[config.mk]
export PLATFORM = sky130hd
export DESIGN_NAME = vedic8_pipe
export DESIGN_NICKNAME = d
export VERILOG_FILES = /design/src/rtl/vedic8_pipe.sv
export SDC_FILE = /design/constraint.sdc
export NUM_CORES = 1
export LEC_CHECK = 0
export CAP_MARGIN = 20
export CELL_PAD_IN_SITES_DETAIL_PLACEMENT = 1
export CELL_PAD_IN_SITES_GLOBAL_PLACEMENT = 2
export CORE_MARGIN = 5
export CORE_UTILIZATION = 40
export CTS_BUF_LIST = sky130_fd_sc_hd__clkbuf_16
export DETAILED_ROUTE_END_ITERATION = 12
export PLACE_DENSITY = 0.87
export SYNTH_ARGS = -nofsm -noshare
export SYNTH_HDL_FRONTEND = slang
export SYNTH_SLANG_ARGS = --single-unit
[constraint.sdc]
create_clock -name clk -period 13.1 [get_ports clk]
set_input_delay 3.93 -clock clk [delete_from_list [all_inputs] [get_ports clk]]
set_output_delay 3.93 -clock clk [all_outputs]
set_load 0.01 [all_outputs]
[src/rtl/vedic8_pipe.sv]
// 8x8 unsigned Vedic (urdhva) multiplier, 2-stage valid/ready pipeline with a sideband tag.
// Define VEDIC8_OUT_REG_EN to add a third (output register) stage, giving latency 3.
module vedic8_pipe #(
   parameter int TAG_W = 4
) (
   input  logic             clk,
   input  logic             rst,
   input  logic [7:0]       a,
   input  logic [7:0]       b,
   input  logic [TAG_W-1:0] in_tag,
   input  logic             in_valid,
   output logic             in_ready,
   output logic [15:0]      p,
   output logic [TAG_W-1:0] out_tag,
   output logic             out_valid,
   input  logic             out_ready
);

   // 4-bit ripple-carry slice; every wider adder here is a chain of these.
   function automatic logic [4:0] add4(input logic [3:0] x, input logic [3:0] y, input logic ci);
      logic [4:0] r;
      logic       c;
      r = '0;
      c = ci;
      for (int i = 0; i < 4; i++) begin
         r[i] = x[i] ^ y[i] ^ c;
         c    = (x[i] & y[i]) | (c & (x[i] ^ y[i]));
      end
      r[4] = c;
      return r;
   endfunction

   function automatic logic [8:0] add8(input logic [7:0] x, input logic [7:0] y);
      logic [4:0] lo;
      logic [4:0] hi;
      lo = add4(x[3:0], y[3:0], 1'b0);
      hi = add4(x[7:4], y[7:4], lo[4]);
      return {hi, lo[3:0]};
   endfunction

   // The product never exceeds 0xFE01, so the last slice's carry is always zero.
   function automatic logic [15:0] add16(input logic [15:0] x, input logic [15:0] y);
      logic [4:0] s0;
      logic [4:0] s1;
      logic [4:0] s2;
      logic [4:0] s3;
      s0 = add4(x[3:0],   y[3:0],   1'b0);
      s1 = add4(x[7:4],   y[7:4],   s0[4]);
      s2 = add4(x[11:8],  y[11:8],  s1[4]);
      s3 = add4(x[15:12], y[15:12], s2[4]);
      return {s3[3:0], s2[3:0], s1[3:0], s0[3:0]};
   endfunction

   function automatic logic [3:0] mul2(input logic [1:0] x, input logic [1:0] y);
      logic t1;
      logic t2;
      logic c1;
      logic hh;
      t1 = x[1] & y[0];
      t2 = x[0] & y[1];
      c1 = t1 & t2;
      hh = x[1] & y[1];
      return {hh & c1, hh ^ c1, t1 ^ t2, x[0] & y[0]};
   endfunction

   // 4x4 built from the same urdhva split one level down (2x2 sub-products).
   function automatic logic [7:0] mul4(input logic [3:0] x, input logic [3:0] y);
      logic [3:0] m0;
      logic [3:0] m1;
      logic [3:0] m2;
      logic [3:0] m3;
      logic [4:0] mid;
      logic [8:0] sum;
      m0  = mul2(x[1:0], y[1:0]);
      m1  = mul2(x[3:2], y[1:0]);
      m2  = mul2(x[1:0], y[3:2]);
      m3  = mul2(x[3:2], y[3:2]);
      mid = add4(m1, m2, 1'b0);
      sum = add8({m3, m0}, {1'b0, mid, 2'b00});
      return sum[7:0];
   endfunction

   logic [7:0]       q0_p0, q1_p0, q2_p0, q3_p0;
   logic [7:0]       q0_p1, q1_p1, q2_p1, q3_p1;
   logic [TAG_W-1:0] tag_p1;
   logic             vld_p1;
   logic [8:0]       mid_p1;
   logic [15:0]      prod_p1;
   logic [15:0]      p_p2;
   logic [TAG_W-1:0] tag_p2;
   logic             vld_p2;
   logic             adv_p2;

   always_comb begin
      q0_p0 = mul4(a[3:0], b[3:0]);
      q1_p0 = mul4(a[7:4], b[3:0]);
      q2_p0 = mul4(a[3:0], b[7:4]);
      q3_p0 = mul4(a[7:4], b[7:4]);
   end

   assign in_ready = !vld_p1 || adv_p2;

   // Stage 1: register the four sub-products and the tag.
   always_ff @(posedge clk or posedge rst) begin
      if (rst) begin
         vld_p1 <= 1'b0;
         q0_p1  <= '0;
         q1_p1  <= '0;
         q2_p1  <= '0;
         q3_p1  <= '0;
         tag_p1 <= '0;
      end else if (in_ready) begin
         vld_p1 <= in_valid;
         if (in_valid) begin
            q0_p1  <= q0_p0;
            q1_p1  <= q1_p0;
            q2_p1  <= q2_p0;
            q3_p1  <= q3_p0;
            tag_p1 <= in_tag;
         end
      end
   end

   // q0 and q3<<8 do not overlap, so they concatenate; the 9-bit cross sum lands at bit 4.
   always_comb begin
      mid_p1  = add8(q1_p1, q2_p1);
      prod_p1 = add16({q3_p1, q0_p1}, {3'b000, mid_p1, 4'b0000});
   end

   // Stage 2: register the 16-bit product.
   always_ff @(posedge clk or posedge rst) begin
      if (rst) begin
         vld_p2 <= 1'b0;
         p_p2   <= '0;
         tag_p2 <= '0;
      end else if (adv_p2) begin
         vld_p2 <= vld_p1;
         if (vld_p1) begin
            p_p2   <= prod_p1;
            tag_p2 <= tag_p1;
         end
      end
   end

`ifdef VEDIC8_OUT_REG_EN
   logic [15:0]      p_p3;
   logic [TAG_W-1:0] tag_p3;
   logic             vld_p3;
   logic             adv_p3;

   assign adv_p3 = !vld_p3 || out_ready;
   assign adv_p2 = !vld_p2 || adv_p3;

   // Stage 3: optional output register.
   always_ff @(posedge clk or posedge rst) begin
      if (rst) begin
         vld_p3 <= 1'b0;
         p_p3   <= '0;
         tag_p3 <= '0;
      end else if (adv_p3) begin
         vld_p3 <= vld_p2;
         if (vld_p2) begin
            p_p3   <= p_p2;
            tag_p3 <= tag_p2;
         end
      end
   end

   assign p         = p_p3;
   assign out_tag   = tag_p3;
   assign out_valid = vld_p3;
`else
   assign adv_p2    = !vld_p2 || out_ready;
   assign p         = p_p2;
   assign out_tag   = tag_p2;
   assign out_valid = vld_p2;
`endif

endmodule

==> metrics.log <==
[metrics] average vias per placed instance: slightly below 5
[metrics] y dimension of the die: between 100 and 150 um
[metrics] WL per Instance: between 15 and 20 um
[metrics] Max-cap violations: 0
[metrics] worst-case clock buffer depth: 2
[metrics] setup slack on the worst flop-to-flop path: 8000 ps
[metrics] PwrDens: approximately 150 nW/um^2
[metrics] hold_buf cts: 0
[metrics] number of synthesized flops with an enable pin: 0
[metrics] post-detailed-placement cell area: between 4000 and 5000 um^2
[metrics] number of input and output port buffers inserted: 45
[metrics] biggest fanout along the worst timing path: 24
[metrics] final critical-path share of the clock period: about 71%
[metrics] setup repair after global routing missed its margin: false
[metrics] sequential-to-total area share from yosys stat: 33.7%
[metrics] met2 routing resource usage after global routing: roughly a quarter
[metrics] final-report setup violation count: 0
[metrics] Fmax: between 0.1 and 0.15 GHz
[metrics] library cells used by synthesis: 21
[metrics] setup_tns: 0 ps
[metrics] share of layout cells above drive strength 1: 8.41%
[metrics] cell depth of the worst flop-to-flop path: 15
[metrics] number of search-and-repair iterations in the first detailed-routing pass: 5
[metrics] Synth Instances: between 300 and 400
[metrics] GRT met1 Usage: 20.8%
[metrics] Yosys Warn Count: 0
[metrics] relative area change from synthesis to final layout: 19.7%
[metrics] TritonCTS clock tree: built
[metrics] first-pass GRT wire length: between 15000 and 20000 um
[metrics] number of hold-slack violations in the final timing report: 0
[metrics] CP Capture Type: primary output
[metrics] GRT met3 Usage: under 10%
[metrics] endpoint of the worst-slack reg-to-reg timing path: p[14]$_DFFE_PP0P_
[metrics] Setup Buffers After CTS: 0
[metrics] Residual DRC: 0
[metrics] cell type contributing the most total cell area after synthesis: dfrtp_1
[metrics] netlist area before placement: between 4000 and 5000 um^2
[metrics] Worst Skew: roughly 9.3 ps
[metrics] asr flop ratio synth: 100%
[metrics] library cell used as clock root buffer: clkbuf_16
[metrics] diodes inserted: 0
[metrics] clock-pin slew on the worst setup and hold paths: approximately 50 ps
[metrics] crit path from: out_ready
[metrics] count of instances resized after the clock tree is built: 0
[metrics] top post-synthesis cells by count: 74 x inv_1, 58 x dfrtp_1, 57 x and2_1
[metrics] worst-case vdd ir drop: about 76 uV
[metrics] outcome: complete, no violations
[metrics] Min Clock Period, post-route: 9260 ps
[metrics] worst reg2reg path startpoint: q1_p1[0]$_DFFE_PP0P_
[metrics] actual transition at the worst max-transition pin: approximately 730 ps
[metrics] Inserted Clock Buffers: 9
[metrics] Total Routed Length: approximately 9100 um
[metrics] start-to-end type of the worst setup path: primary input to primary output
[metrics] max-slew violations: 0
[metrics] post-route design area: just over 5000 um^2
[metrics] average cell area after synthesis: 11.1 um^2
[metrics] die outline width: roughly 110 um
[metrics] primary flip-flop cell chosen by synthesis mapping: dfrtp_1
[metrics] overflow left after global routing: 0
[metrics] Die Area: between 10000 and 15000 um^2
[metrics] Initial Utilization: between 40% and 50%
[metrics] number of sinks on the clock net: 58
[metrics] Max-Slew Margin vs Limit: 51.1%
[metrics] startpoint type of the worst setup path: primary input
[metrics] io pins: 46
[metrics] Yosys top cell area share: about 34%
[metrics] detailed router's first-iteration violation count: 54
[metrics] Final ANT Viol Nets: 0
[metrics] half-perimeter wire length of the detailed placement result: around 7000 um
[metrics] syn nets: between 400 and 500
[metrics] number of antenna violations at the first check in global routing: 0
[metrics] routability congestion estimate: roughly 0.75
[metrics] cells taking the most area after synthesis: dfrtp_1 34%, fa_1 20%, ha_1 13%
[metrics] via count of the first global-routing pass: 3200
[metrics] type of the tightest min-delay check: flop to flop
[metrics] largest net degree at the start of global routing: 59
[metrics] number of nets in the layout: 546
[metrics] Leak: approximately 2.5 nW
[metrics] most frequent cell after synthesis: inv_1
[metrics] most used routing layer in global routing: met2
[metrics] number of rows in the core area: 37
[metrics] detailed-route via count: roughly 2800
[metrics] core region area: 10400 um^2
[metrics] critical path endpoint: in_ready
[metrics] global-route total usage across every layer: between 10% and 20%
[metrics] data required time at the worst endpoint: between 9000 and 10000 ps
[metrics] htree depth: 3
[metrics] data arrival at the endpoint of the critical path: 5330 ps
[metrics] Worst-Skew Late Latency: roughly 330 ps
[metrics] synthesized flop and latch total: 58
cells in the final DEF, fill, tap and decap left out, types with 2 or more instances in the layout:
master	count
buf_4	2
dfrtp_1	58
nand2_1	9
mux2_4	6
inv_1	76
fa_1	43
clkdlybuf4s50_1	45
o21ai_0	15
a21oi_1	20
nand2b_1	3
clkinv_1	2
xnor2_1	2
xor2_1	3
mux2i_1	11
clkbuf_16	9
nand3_1	15
and2_1	57
ha_1	44
mux2_2	14
worst min-delay path by stage:
stage                           from                     end  slack [ps]  depth (start not counted)
6_report            p[1]$_DFFE_PP0P_        p[1]$_DFFE_PP0P_         500                          1
5_1_grt             p[1]$_DFFE_PP0P_        p[1]$_DFFE_PP0P_         520                          1
4_1_cts             p[1]$_DFFE_PP0P_        p[1]$_DFFE_PP0P_         500                          1
3_5_place_dp   tag_p1[2]$_DFFE_PP0P_   tag_p1[2]$_DFFE_PP0P_         490                          1
3_3_place_gp   tag_p1[3]$_DFFE_PP0P_  out_tag[3]$_DFFE_PP0P_         480                          1
2_1_floorplan  tag_p1[0]$_DFFE_PP0P_   tag_p1[0]$_DFFE_PP0P_         480                          1
state kept, by name, indices dropped and copies added (netlist names):
register / cells
tag_p1: 4
q0_p1: 8
out_tag: 4
p: 16
vld_p1: 1
q3_p1: 8
out_valid: 1
q1_p1: 8
q2_p1: 8
layout make-up:
cell class / instances / area, um^2
Sequential cell: 58 / 1450
Inverter: 74 / 278
Timing Repair Buffer: 47 / 465
Fill cell: 1162 / 5270
Multi-Input combinational cell: 245 / 2510
Clock inverter: 7 / 53.8
Clock buffer: 9 / 225
Tap cell: 136 / 170
report_power, final:
group	internal, mW	switching [mW]
Clock	0.143	0.0731
Sequential	0.232	0.0250
Combinational	0.156	0.146
Total	0.531	0.244
kinds of logic after synthesis:
kind of cell             after synthesis  synth area share (%)
buffers and inverters                 85                  8.00
adder cells (fa/ha/maj)               87                  32.8
AO/OA/AOI/OAI                         35                  4.07
AND/OR/NAND/NOR                       87                  12.1
multiplexers                          31                  8.32
XOR/XNOR                               5                  1.02
flip-flops                            58                  33.7
critical path: stages:
cell	delay, ps
clkdlybuf4s50_1	470
nand3b_4	300
clkdlybuf4s50_1	610
metrics by stage:
stage	std cells	setup slack (ps)	hold slack (ps)	util, %	total power, mW
5_1_grt	576	3780	519	49.5	0.844
6_report	576	3840	499	49.5	0.775
2_1_floorplan	388	4800	476	-	0.441
4_1_cts	576	3820	503	49.5	0.792
3_5_place_dp	560	3830	490	46.8	0.568
3_3_place_gp	560	3820	483	46.8	0.549
metal layers:
metal / share of wire (%) / vias to the layer above
met2: 50 / 44
met1: 47 / 1417
li1: - / 1305
met4: 1.3 / 0
met5: 0 / -
met3: 2.4 / 12
Note: power is estimated with default switching activity, not from simulation.
